### config.mk
export PLATFORM = sky130hd
export DESIGN_NAME = trap_ctrl
export DESIGN_NICKNAME = d
export VERILOG_FILES = /design/src/rtl/trap_ctrl_pkg.sv /design/src/rtl/trap_ctrl_target_calc.sv /design/src/rtl/trap_ctrl.sv
export SDC_FILE = /design/constraint.sdc
export NUM_CORES = 1
export LEC_CHECK = 0
export BUFFER_PORTS_ARGS = -buffer_cell sky130_fd_sc_hd__buf_2
export CAP_MARGIN = 20
export CORE_AREA = 2 2 203 205
export DETAILED_ROUTE_END_ITERATION = 8
export DIE_AREA = 0 0 205 207
export SLEW_MARGIN = 20
export SYNTH_ARGS = -nofsm -noshare
export SYNTH_HDL_FRONTEND = slang
export SYNTH_SLANG_ARGS = --single-unit
### constraint.sdc
create_clock -name clk -period 1.5 [get_ports clk]
set_input_delay 0.075 -clock clk [delete_from_list [all_inputs] [get_ports clk]]
set_output_delay 0.075 -clock clk [all_outputs]
set_load 0.02 [all_outputs]
### src/rtl/trap_ctrl_pkg.sv
// Shared types and constants for the machine-mode trap sequencer.
package trap_ctrl_pkg;

   typedef enum logic [1:0] {
      ST_IDLE  = 2'd0,
      ST_SAVE  = 2'd1,
      ST_MSTAT = 2'd2,
      ST_JUMP  = 2'd3
   } trap_state_e;

   localparam logic [63:0] CAUSE_ECALL_M = 64'd11;
   localparam logic [63:0] CAUSE_MTIMER  = 64'h8000_0000_0000_0007;

   localparam int unsigned MSTATUS_MIE    = 3;
   localparam int unsigned MSTATUS_MPIE   = 7;
   localparam int unsigned MSTATUS_MPP_LO = 11;
   localparam int unsigned MSTATUS_MPP_HI = 12;

endpackage

### src/rtl/trap_ctrl_target_calc.sv
// Redirect target selection: mret return address, direct trap base, or
// vectored interrupt entry when CLINT_VECTORED_EN is defined.
module trap_target_calc
   import trap_ctrl_pkg::*;
#(
   parameter int unsigned XLEN = 64
) (
   input  logic [XLEN-1:0] mtvec,
   input  logic [XLEN-1:0] mepc,
   input  logic [XLEN-1:0] cause,
   input  logic            is_mret,
   output logic [XLEN-1:0] target
);

   logic [XLEN-1:0] base;

   assign base = {mtvec[XLEN-1:2], 2'b00};

`ifdef CLINT_VECTORED_EN
   always_comb begin
      target = base;
      if (is_mret) begin
         target = mepc;
      end else if (mtvec[1:0] == 2'b01 && cause[XLEN-1]) begin
         // Interrupts only; synchronous exceptions always enter at base.
         target = base + {cause[XLEN-3:0], 2'b00};
      end
   end
`else
   logic unused_cfg;

   assign unused_cfg = ^{mtvec[1:0], cause};

   always_comb begin
      target = base;
      if (is_mret) begin
         target = mepc;
      end
   end
`endif

endmodule

### src/rtl/trap_ctrl.sv
// Machine-mode trap sequencer: ecall / mret / timer interrupt at commit,
// CSR write sequencing and fetch redirect. Optional: CLINT_VECTORED_EN.
module trap_ctrl
   import trap_ctrl_pkg::*;
#(
   parameter int unsigned XLEN = 64
) (
   input  logic            clk,
   input  logic            rst_n,
   input  logic            inst_valid_i,
   input  logic [XLEN-1:0] inst_pc_i,
   input  logic            inst_ecall_i,
   input  logic            inst_mret_i,
   input  logic [XLEN-1:0] csr_mtvec_i,
   input  logic [XLEN-1:0] csr_mepc_i,
   input  logic [XLEN-1:0] csr_mstatus_i,
   input  logic            global_int_en_i,
   input  logic            mtime_int_en_i,
   input  logic            mtime_int_pend_i,
   output logic            mepc_wen_o,
   output logic [XLEN-1:0] mepc_wdata_o,
   output logic            mcause_wen_o,
   output logic [XLEN-1:0] mcause_wdata_o,
   output logic            mstatus_wen_o,
   output logic [XLEN-1:0] mstatus_wdata_o,
   output logic            hold_o,
   output logic            redirect_valid_o,
   output logic [XLEN-1:0] redirect_pc_o
);

   trap_state_e     state_q, state_d;
   logic            commit;
   logic            take_int, take_ecall, take_mret, take_any;
   logic [XLEN-1:0] pc_q, cause_q, target_q, target_d;
   logic            mret_q;
   logic [XLEN-1:0] mstatus_new;

   // Event decode; gated by rst_n so a held reset never raises hold_o.
   always_comb begin
      commit     = rst_n & (state_q == ST_IDLE) & inst_valid_i;
      take_int   = commit & global_int_en_i & mtime_int_en_i & mtime_int_pend_i;
      take_ecall = commit & inst_ecall_i & ~take_int;
      take_mret  = commit & inst_mret_i & ~take_int & ~inst_ecall_i;
      take_any   = take_int | take_ecall | take_mret;
   end

   always_ff @(posedge clk) begin
      if (!rst_n) begin
         state_q <= ST_IDLE;
      end else begin
         state_q <= state_d;
      end
   end

   always_comb begin
      state_d = state_q;
      unique case (state_q)
         ST_IDLE: begin
            if (take_int || take_ecall) begin
               state_d = ST_SAVE;
            end else if (take_mret) begin
               state_d = ST_MSTAT;
            end
         end
         ST_SAVE:  state_d = ST_MSTAT;
         ST_MSTAT: state_d = ST_JUMP;
         ST_JUMP:  state_d = ST_IDLE;
         default:  state_d = ST_IDLE;
      endcase
   end

   always_ff @(posedge clk) begin
      if (!rst_n) begin
         pc_q     <= '0;
         cause_q  <= '0;
         mret_q   <= 1'b0;
         target_q <= '0;
      end else begin
         if (take_any) begin
            pc_q    <= inst_pc_i;
            mret_q  <= take_mret;
            cause_q <= take_int ? XLEN'(CAUSE_MTIMER) : XLEN'(CAUSE_ECALL_M);
         end
         // mepc for mret is sampled here, one cycle before the redirect.
         if (state_q == ST_MSTAT) begin
            target_q <= target_d;
         end
      end
   end

   trap_target_calc #(
      .XLEN (XLEN)
   ) u_target (
      .mtvec   (csr_mtvec_i),
      .mepc    (csr_mepc_i),
      .cause   (cause_q),
      .is_mret (mret_q),
      .target  (target_d)
   );

   always_comb begin
      mstatus_new = csr_mstatus_i;
      if (mret_q) begin
         mstatus_new[MSTATUS_MIE]  = csr_mstatus_i[MSTATUS_MPIE];
         mstatus_new[MSTATUS_MPIE] = 1'b1;
      end else begin
         mstatus_new[MSTATUS_MPIE] = csr_mstatus_i[MSTATUS_MIE];
         mstatus_new[MSTATUS_MIE]  = 1'b0;
      end
      mstatus_new[MSTATUS_MPP_HI:MSTATUS_MPP_LO] = 2'b11;
   end

   // Data outputs are forced to zero whenever their strobe is low.
   always_comb begin
      hold_o           = (state_q != ST_IDLE) | take_any;
      mepc_wen_o       = 1'b0;
      mepc_wdata_o     = '0;
      mcause_wen_o     = 1'b0;
      mcause_wdata_o   = '0;
      mstatus_wen_o    = 1'b0;
      mstatus_wdata_o  = '0;
      redirect_valid_o = 1'b0;
      redirect_pc_o    = '0;
      unique case (state_q)
         ST_SAVE: begin
            mepc_wen_o     = 1'b1;
            mepc_wdata_o   = pc_q;
            mcause_wen_o   = 1'b1;
            mcause_wdata_o = cause_q;
         end
         ST_MSTAT: begin
            mstatus_wen_o   = 1'b1;
            mstatus_wdata_o = mstatus_new;
         end
         ST_JUMP: begin
            redirect_valid_o = 1'b1;
            redirect_pc_o    = target_q;
         end
         default: ;
      endcase
   end

endmodule

==> reports/results.txt, run 1 <==
status: complete, but fails checks
violated checks: setup timing
Syn Inst Count: 879
EDFF count, synth: 0
Hold Slack: 29.0 ps
Root Buffer: clkbuf_16
#FFs+latches synth: 134
Vias/cell: 4.19
actual slew at the worst max-slew pin: 570 ps
share of the synthesized area in the top cell type: 36.1%
Die H: 207 um
sequential fraction of the synthesis area: 36.1%
All-Layer GR Usage: 14.8%
initial antenna violation count: 4
syn_area_per_cell: 8.46 um2
Syn. warnings: 0
drt first-iter violations: 348
reg2reg start: state_q[1]$_SDFFE_PN0P_
CTS Sinks: 134
final core occ: 36.8%
crit path DAT: 1730 ps
Placeable Area: 0.0404 mm2
register area: 0.00269 mm2
vias in the first global route: 8,530
count leader, synth: nand2_1
Port Buffer Count: 461
fin crit share: 121%
cell area after synthesis: 0.00744 mm2
Initial Utilization: 18.4%
hold_sp: csr_mtvec_i[38]
Power per Cell Area: 1230 mW/mm2
RSZ-0062 raised after global routing: true
Pre-Repair DR Iteration Count: 5
area grow syn2layout: 99.5%
CTS tree: built
Startpoint Class: register
largest net degree at the start of global routing: 56
Clock Tree Buf Depth: 2
fillers: 3,818
Post-DRT Antenna Nets: 0
Post-DP Area: 0.0102 mm2
Synth cell types: 30
switch share: 35.7%
vias: 8,635
worst hold path class: in -> reg
layout cells sized above 1: 48.5%
grt total ovfl: 0
crit path from: state_q[1]$_SDFFE_PN0P_
final wirelength: 36.4 mm
setup TNS: -50,510 ps
critical path fanouts, max: 15
Die ar.: 0.0424 mm2
Worst-path clk slew: 70 ps
Finished Cell Area: 0.0148 mm2
Tmin final: 1810 ps
row count: 74
Synth area leaders: dfxtp_1 36%, and2_1 16%, nand2_1 9.7%, mux2i_1 8.5%, o211a_1 8.3%
H-tree Lvls: 4
Internal Pwr Total: 11.8 mW
pre-CTS WS: -37.8 ps
leakage power: 7.08 nW
Final Max Tran Viols: 0
Synth top cells by count: 193 x nand2_1, 191 x and2_1, 134 x dfxtp_1
Peak Freq: 553 MHz
multi-input logic area: 0.00458 mm2
max_cap viols: 0
number of remaining DRC errors: 0
Hold Fails Final Rpt: 0
Yosys top cell by area: dfxtp_1
worst vdd ir: 0.000647 V
# setup viols final: 211
async set-reset flop share out of synthesis: 0%
max_slew headroom: 62.0%
Worst setup EP type: output pin
WS Path Type: reg -> out
HPWL after DPL: 20.9 mm
die width: 205 um
sequential power share: 27.5%
wire length per cell: 17.7 um
first-pass GRT wire length: 47.5 mm
Synth Flop Type: dfxtp_1
combinational power share: 48.1%
GPL Wtd Cong: 0.816
Final WS setup: -308 ps
net switching power: 6.52 mW
WP data required: 1420 ps
I/O pin count: 525
Worst-Skew Late Latency: 430 ps
final setup skew: 12.9 ps
CTS Buf Count: 17
nets: 1,783
Clk pwr share: 24.4%
==> repair_timing <==
item | CTS | global route
endpoints found under the hold margin | 118 | 0
pin swaps | 3 | 47
endpoints found under the setup margin | 266 | 307
hold buffers | 161 | 0
setup buffers | 15 | 8
cloned | 10 | 13
gates resized for setup | 286 | 293
==> sequential cells by signal (all words and copies together) (netlist names) <==
signal and count:
cause_q 3, pc_q 64, target_q 64, mret_q 1, state_q 2
==> cells by family (layout without fill, tap and decap cells) <==
group,after synthesis,after routing,share of synthesized area [%]
AOI/OAI and AO/OA,142,142,16.5
adders and majority gates,5,5,0.841
buffers and inverters,140,730,11.5
DFF,134,134,36.1
muxes,63,63,8.48
other,1,61,0.0504
and+or+nand+nor,394,394,26.5
==> critical path, stage by stage (launching register included) <==
cell	delay, ps
dfxtp_4	360
buf_6	110
ha_4	180
buf_12	160
buf_12	150
and2_2	170
buf_2	150
==> layout make-up <==
class	count	area share (%)
repair buffers	694	42.3
inverters	4	0.101
clock inverters	14	1.16
well taps	532	4.49
multi-input cells	663	30.8
flip-flops and latches	134	18.1
clock buffers	18	2.96
diodes	2	0.0337
==> through the flow <==
stage / power [mW] / std cells
2_1_floorplan: 8.47 / 937
3_3_place_gp: 10.3 / 1823
3_5_place_dp: 10.4 / 1823
4_1_cts: 17.1 / 2041
5_1_grt: 19.3 / 2061
6_report: 18.3 / 2061
==> path summary, 6_finish.rpt <==
check	to	slack, ps	cells after the start
worst max register to register	target_q[43]$_SDFFE_PN0P_	-90	7
worst max-delay path	mstatus_wdata_o[39]	-310	6
worst min-delay path	target_q[38]$_SDFFE_PN0P_	30	4
worst min register to register	pc_q[9]$_SDFFE_PN0P_	450	2
==> placed cells by master (no fill, tap or decap), types with 59 or more instances in the layout <==
cell           Yosys  routed
buf_2              5     269
nand2_1          193     192
buf_6              7     186
dlygate4sd3_1      0     161
and2_4             0     146
dfxtp_1          134     131
a21boi_1          66      66
mux2i_1           63      63
o211a_1           62      62
conb_1             1      59
==> power by group through the flow <==
stage	registers, mW	clock network, mW	logic [mW]
2_1_floorplan	4.77	0	3.70
3_5_place_dp	5.04	0	5.35
6_report	5.03	4.45	8.80
4_1_cts	4.99	4.63	7.51
5_1_grt	5.12	4.77	9.37
3_3_place_gp	5.00	0	5.26
==> layer usage <==
metal / up-vias / routed length [um] / global-route usage [%] / part of all wire, %
li1: 4038 / - / - / -
met1: 4067 / 13000 / 14.8 / 36
met4: 4 / 2580 / 10.6 / 7.1
met3: 93 / 2270 / 3.67 / 6.2
met5: - / 18 / 0 / 0.049
met2: 433 / 18500 / 26.6 / 51
Power figures use the tool's default switching activity.
==> inputs of run 2 (changes only) <==
- CAP_MARGIN: 20 -> 0
- CORE_AREA: 2 2 203 205 -> 2 2 205 207
- DIE_AREA: 0 0 205 207 -> 0 0 207 209
==> run 2 against run 1 <==
Net effect: the flow still finishes with violations (setup timing); die area grew 2.0%; register-to-register slack is essentially flat; fmax grew 0.19%; design area grew 2.4%; critical path type unchanged; largest power group unchanged; highest routed layer is now met4.
==> reports/results.txt, run 2 (same netlist as run 1, synthesis figures left out) <==
Die H: 209 um (was 207 um)
die width: 207 um (was 205 um)
Tmin final: 1800 ps (was 1810 ps)
Worst-path clk slew: 70 ps (about the same)
post-route non-filler standard cell count: 2,086 (was 2,061)
Peak Freq: 554 MHz (was 553 MHz)
GPL Wtd Cong: 0.864 (was 0.816)
switch share: 36.4% (was 35.7%)
Hold Fails Final Rpt: 0 (unchanged)
WP data required: 1420 ps (about the same)
biggest regs: pc_q x64, target_q x64, cause_q x3 (unchanged)
Placeable Area: 0.0413 mm2 (was 0.0404 mm2)
number of remaining DRC errors: 0 (unchanged)
All-Layer GR Usage: 14.8% (about the same)
drt first-iter violations: 469 (was 348)
commonest non-fill, non-tap cell in the layout: buf_2 (unchanged)
Final Max Tran Viols: 0 (unchanged)
net switching power: 6.72 mW (was 6.52 mW)
sequential power share: 27.3% (was 27.5%)
Clock Tree Buf Depth: 2 (unchanged)
row count: 75 (was 74)
CTS tree: built (unchanged)
Max stage delay on crit path: 390 ps (was 360 ps)
Internal Pwr Total: 11.7 mW (was 11.8 mW)
leakage power: 7.28 nW (was 7.08 nW)
fillers: 3,966 (was 3,818)
FF-to-FF path depth: 7 (unchanged)
wire length per cell: 18.0 um (was 17.7 um)
CTS Buf Count: 17 (unchanged)
worst hold path class: in -> reg (unchanged)
setup TNS: -44,200 ps (was -50,510 ps)
hold path depth: 4 (unchanged)
largest net degree at the start of global routing: 69 (was 56)
Initial Utilization: 18.0% (was 18.4%)
Root Buffer: clkbuf_16 (unchanged)
Port Buffer Count: 461 (unchanged)
Post-DRT Antenna Nets: 0 (unchanged)
# setup viols final: 291 (was 211)
flop2flop setup slack: -80 ps (was -90 ps)
max_cap viols: 0 (unchanged)
Power per Cell Area: 1220 mW/mm2 (was 1230 mW/mm2)
Vias/cell: 4.19 (about the same)
Worst-Skew Late Latency: 430 ps (about the same)
critical path's slowest cell: dfxtp_4 (unchanged)
critical path fanouts, max: 12 (was 15)
CTS Sinks: 134 (unchanged)
Final WS setup: -305 ps (was -308 ps)
Die ar.: 0.0433 mm2 (was 0.0424 mm2)
nets: 1,802 (was 1,783)
Pre-Repair DR Iteration Count: 7 (was 5)
fin crit share: 120% (was 121%)
H-tree Lvls: 4 (unchanged)
vias in the first global route: 8,634 (was 8,530)
Finished Cell Area: 0.0152 mm2 (was 0.0148 mm2)
WS Path Type: reg -> out (unchanged)
Startpoint Class: register (unchanged)
Post-DP Area: 0.0103 mm2 (was 0.0102 mm2)
combinational power share: 50.5% (was 48.1%)
initial antenna violation count: 2 (was 4)
area grow syn2layout: 104% (was 99.5%)
layout cells sized above 1: 48.5% (about the same)
status: complete, but fails checks (unchanged)
first-pass GRT wire length: 48.7 mm (was 47.5 mm)
final wirelength: 37.5 mm (was 36.4 mm)
HPWL after DPL: 21.0 mm (was 20.9 mm)
most frequent cells in the layout: 275 x buf_2, 183 x buf_6, 171 x nand2_1, 169 x dlygate4sd3_1, 143 x and2_4 (was 269 x buf_2, 192 x nand2_1, 186 x buf_6, 161 x dlygate4sd3_1, 146 x and2_4)
final setup skew: 7.09 ps (was 12.9 ps)
violated checks: setup timing (unchanged)
Worst setup EP type: output pin (unchanged)
Clk pwr share: 22.2% (was 24.4%)
worst vdd ir: 0.000556 V (was 0.000647 V)
crit path DAT: 1730 ps (about the same)
I/O pin count: 525 (unchanged)
vias: 8,740 (was 8,635)
DP Cell Count: 1,836 (was 1,823)
grt total ovfl: 0 (unchanged)
cells along the critical path: inv_2, buf_6, ha_4, clkbuf_16, and2_1, buf_4 (was buf_6, ha_4, buf_12, buf_12, and2_2, buf_2)
RSZ-0062 raised after global routing: true (unchanged)
Power, Total: 18.5 mW (was 18.3 mW)
run 2: cell types whose count changed in the layout (fill, tap and decap cells not counted), sizes merged:
cell | previous run | this run
buf | 523 | 527
bufinv | 3 | 1
clkbuf | 28 | 37
clkinv | 4 | 2
clkinvlp | 3 | 5
diode | 2 | 1
dlygate4sd3 | 161 | 169
run 2: path summary, 6_finish.rpt:
kind,end,start
min reg2reg,pc_q[55]$_SDFFE_PN0P_,pc_q[55]$_SDFFE_PN0P_
max,mepc_wdata_o[19],state_q[1]$_SDFFE_PN0P_
max reg2reg,cause_q[3]$_SDFFE_PN0P_,state_q[0]$_SDFFE_PN0P_
min,target_q[37]$_SDFFE_PN0P_,csr_mepc_i[37]
run 2: what timing repair did:
| action | 4_1_cts | 5_1_grt |
|---|---|---|
| setup endpoints to repair | 253 | 328 |
| hold endpoints to repair | 123 | 0 |
| pin swaps | 16 | 33 |
| cloned | 11 | 20 |
| setup buffers | 10 | 16 |
| hold buffers | 169 | 0 |
| resized for setup | 237 | 373 |
run 2: per-stage QoR:
stage          worst slack, ps  hold WS, ps  utilization [%]
4_1_cts                   -376        0.379             33.2
2_1_floorplan             14.6          177                -
3_5_place_dp             -47.1          321             25.0
3_3_place_gp              5.55          315             25.0
5_1_grt                   -382         37.8             36.8
6_report                  -305         53.9             36.8
run 2: critical path, delay by kind of cell, from the launching register on:
family,cells,cell delay (ps)
fa+ha+maj,1,210
buf+inv,4,510
flops,1,390
simple gates,1,170
run 2: layout make-up:
| cell class | count | area (um2) | share of cell area [%] |
|---|---|---|---|
| diodes | 1 | 2.50 | 0.0165 |
| flip-flops and latches | 134 | 2690 | 17.7 |
| repair buffers | 713 | 6610 | 43.5 |
| inverters | 4 | 17.5 | 0.115 |
| clock inverters | 12 | 123 | 0.807 |
| well taps | 539 | 674 | 4.44 |
| multi-input cells | 663 | 4640 | 30.5 |
| clock buffers | 20 | 437 | 2.87 |
run 2: power groups by stage:
| stage | Combinational [mW] | Clock, mW | Sequential (mW) |
|---|---|---|---|
| floorplan | 3.70 | 0 | 4.77 |
| global placement | 5.37 | 0 | 5.00 |
| detailed placement | 5.45 | 0 | 5.04 |
| CTS | 7.36 | 4.27 | 5.02 |
| global route | 9.90 | 4.40 | 5.13 |
| finish | 9.32 | 4.11 | 5.05 |
run 2: per-layer routing:
metal	track usage, %	up-vias	routed length (um)
li1	-	4076	-
met1	15.6	4138	13700
met3	3.35	82	2230
met2	26.7	444	19600
met5	0	-	0
met4	9.09	0	1960
==> inputs of run 3 (changes only) <==
- BUFFER_PORTS_ARGS: -buffer_cell sky130_fd_sc_hd__buf_2 -> unset
- DONT_BUFFER_PORTS: unset -> 1
- PLACE_DENSITY_LB_ADDON: unset -> 0.05
- SETUP_SLACK_MARGIN: unset -> 0.3
==> run 3 against run 2 <==
Net effect: the run ends with hold timing, setup timing left; die area unchanged; worst hold slack got worse by 250 ps; design area fell by 26%; fmax rose by 6.9%; critical endpoint is now mepc_wdata_o[60]; count of clock-buffer cells in the layout rose by 2; via count decreased by 30%.
==> reports/results.txt, run 3 (same netlist as run 1, synthesis figures left out) <==
status: complete, but fails checks (unchanged)
violated checks: hold timing, setup timing (was setup timing)
fillers: 4,461 (was 3,966)
GPL Wtd Cong: 0.751 (was 0.864)
FF-to-FF path depth: 8 (was 7)
HPWL after DPL: 17.7 mm (was 21.0 mm)
Power per Cell Area: 1590 mW/mm2 (was 1220 mW/mm2)
Peak Freq: 592 MHz (was 554 MHz)
vias: 6,156 (was 8,740)
critical path's slowest cell: dfxtp_4 (unchanged)
worst vdd ir: 0.000716 V (was 0.000556 V)
Hold Slack: -199 ps (was 53.9 ps)
Startpoint Class: register (unchanged)
Worst setup EP type: output pin (unchanged)
pre-CTS WS: 92.9 ps (was -47.1 ps)
initial antenna violation count: 0 (was 2)
# setup viols final: 270 (was 291)
Initial Utilization: 18.0% (unchanged)
WS Path Type: reg -> out (unchanged)
Worst-Skew Late Latency: 450 ps (was 430 ps)
vias in the first global route: 6,097 (was 8,634)
largest net degree at the start of global routing: 140 (was 69)
WP data required: 1420 ps (about the same)
most frequent cells in the layout: 166 x and2_4, 148 x nand2_1, 131 x dfxtp_1, 67 x dlygate4sd3_1 (was 275 x buf_2, 183 x buf_6, 171 x nand2_1, 169 x dlygate4sd3_1, 143 x and2_4)
Max stage delay on crit path: 370 ps (was 390 ps)
Placeable Area: 0.0413 mm2 (unchanged)
All-Layer GR Usage: 12.5% (was 14.8%)
final wirelength: 29.1 mm (was 37.5 mm)
Die H: 209 um (unchanged)
Final Max Tran Viols: 0 (unchanged)
critical path fanouts, max: 6 (was 12)
RSZ-0062 raised after global routing: true (unchanged)
layout cells sized above 1: 39.3% (was 48.5%)
H-tree Lvls: 4 (unchanged)
Clock Tree Buf Depth: 2 (unchanged)
crit path DAT: 1610 ps (was 1730 ps)
first-pass GRT wire length: 40.7 mm (was 48.7 mm)
Die ar.: 0.0433 mm2 (unchanged)
Tmin final: 1690 ps (was 1800 ps)
Hold Fails Final Rpt: 134 (was 0)
CTS tree: built (unchanged)
Worst-path clk slew: 70 ps (about the same)
hold_buf cts: 67 (was 169)
Post-DRT Antenna Nets: 0 (unchanged)
CTS Buf Count: 17 (unchanged)
drt first-iter violations: 197 (was 469)
grt total ovfl: 0 (unchanged)
Power, Total: 17.9 mW (was 18.5 mW)
cells along the critical path: inv_4, ha_4, buf_12, clkbuf_16, and2_4 (was inv_2, buf_6, ha_4, clkbuf_16, and2_1, buf_4)
Port Buffer Count: 0 (was 461)
crit path from: state_q[1]$_SDFFE_PN0P_ (unchanged)
I/O pin count: 525 (unchanged)
Final WS setup: -188 ps (was -305 ps)
leakage power: 4.93 nW (was 7.28 nW)
Worst Setup EP: mepc_wdata_o[60] (was mepc_wdata_o[19])
R2R Path End: cause_q[3]$_SDFFE_PN0P_ (unchanged)
commonest non-fill, non-tap cell in the layout: and2_4 (was buf_2)
Vias/cell: 4.06 (was 4.19)
# diodes: 0 (was 1)
die width: 207 um (unchanged)
number of remaining DRC errors: 0 (unchanged)
final setup skew: 13.0 ps (was 7.09 ps)
Root Buffer: clkbuf_16 (unchanged)
flop2flop setup slack: -170 ps (was -80 ps)
max_cap viols: 0 (unchanged)
nets: 1,235 (was 1,802)
wire length per cell: 19.1 um (was 18.0 um)
fin crit share: 113% (was 120%)
setup TNS: -33,070 ps (was -44,200 ps)
CTS Sinks: 134 (unchanged)
Pre-Repair DR Iteration Count: 4 (was 7)
area grow syn2layout: 51.3% (was 104%)
reg2reg start: state_q[0]$_SDFFE_PN0P_ (unchanged)
worst hold path class: in -> reg (unchanged)
row count: 75 (unchanged)
biggest regs: pc_q x64, target_q x64, cause_q x3 (unchanged)
-- run 3: changes by cell type in the layout (fill, tap and decap cells not counted), sizes merged --
cell         before  now
bufinv            1    4
buf             527   64
diode             1    0
clkinvlp          5    2
bufbuf            0    2
inv               8    6
dlygate4sd3     169   67
clkbuf           37   35
-- run 3: per-layer routing --
metal	track usage, %	part of all wire (%)	up-vias
met3	4.55	6.3	13
met1	16.1	45	2951
li1	-	-	2940
met5	0	0	-
met4	3.25	0.86	0
met2	19.9	48	252
-- run 3: stage by stage --
stage               util (%)  instances  instance area [um2]  hold WS (ps)
floorplan                  -        937                 8240           177
global placement        19.8       1363                 8180           215
detailed placement      19.8       1363                 8180           217
CTS                     25.2       1498                10400          -270
global route            27.3       1518                11300          -254
finish                  27.3       1518                11300          -199
-- run 3: worst min-delay path by stage --
| stage | depth (start not counted) | end | start | slack, ps |
|---|---|---|---|---|
| 4_1_cts | 1 | cause_q[3]$_SDFFE_PN0P_ | rst_n | -270 |
| 2_1_floorplan | 1 | mret_q$_SDFFE_PN0P_ | inst_valid_i | 180 |
| 6_report | 1 | pc_q[41]$_SDFFE_PN0P_ | rst_n | -200 |
| 3_5_place_dp | 2 | pc_q[38]$_SDFFE_PN0P_ | inst_pc_i[38] | 220 |
| 5_1_grt | 1 | state_q[0]$_SDFFE_PN0P_ | rst_n | -250 |
| 3_3_place_gp | 2 | pc_q[8]$_SDFFE_PN0P_ | inst_pc_i[8] | 210 |
-- run 3: power by group --
group          switching (mW)  total (mW)  leakage [nW]  internal (mW)
registers               0.479        4.92          1.10           4.44
logic                    3.87        8.08          3.50           4.21
clock network            1.78        4.90         0.329           3.12
-- run 3: cell type report --
| cell class | instances | area, um2 | share of cell area [%] |
|---|---|---|---|
| Multi-Input combinational cell | 663 | 5030 | 44.7 |
| Sequential cell | 134 | 2690 | 23.9 |
| Tap cell | 539 | 674 | 5.99 |
| Inverter | 4 | 20.0 | 0.178 |
| Timing Repair Buffer | 146 | 2160 | 19.2 |
| Clock buffer | 22 | 517 | 4.59 |
| Clock inverter | 10 | 160 | 1.42 |
-- run 3: worst max-delay path: cells and delay by family, from the launching register on --
kind | cells | cell delay (ps)
fa+ha+maj | 1 | 240
buf+inv | 3 | 380
flops | 1 | 370
simple gates | 1 | 170
-- run 3: repair_timing --
item | 4_1_cts | 5_1_grt
endpoints found under the setup margin | 336 | 336
gates cloned | 13 | 15
gates resized for setup | 170 | 123
endpoints found under the hold margin | 134 | 134
pin swaps | 19 | 113
buffers inserted | 23 | 5
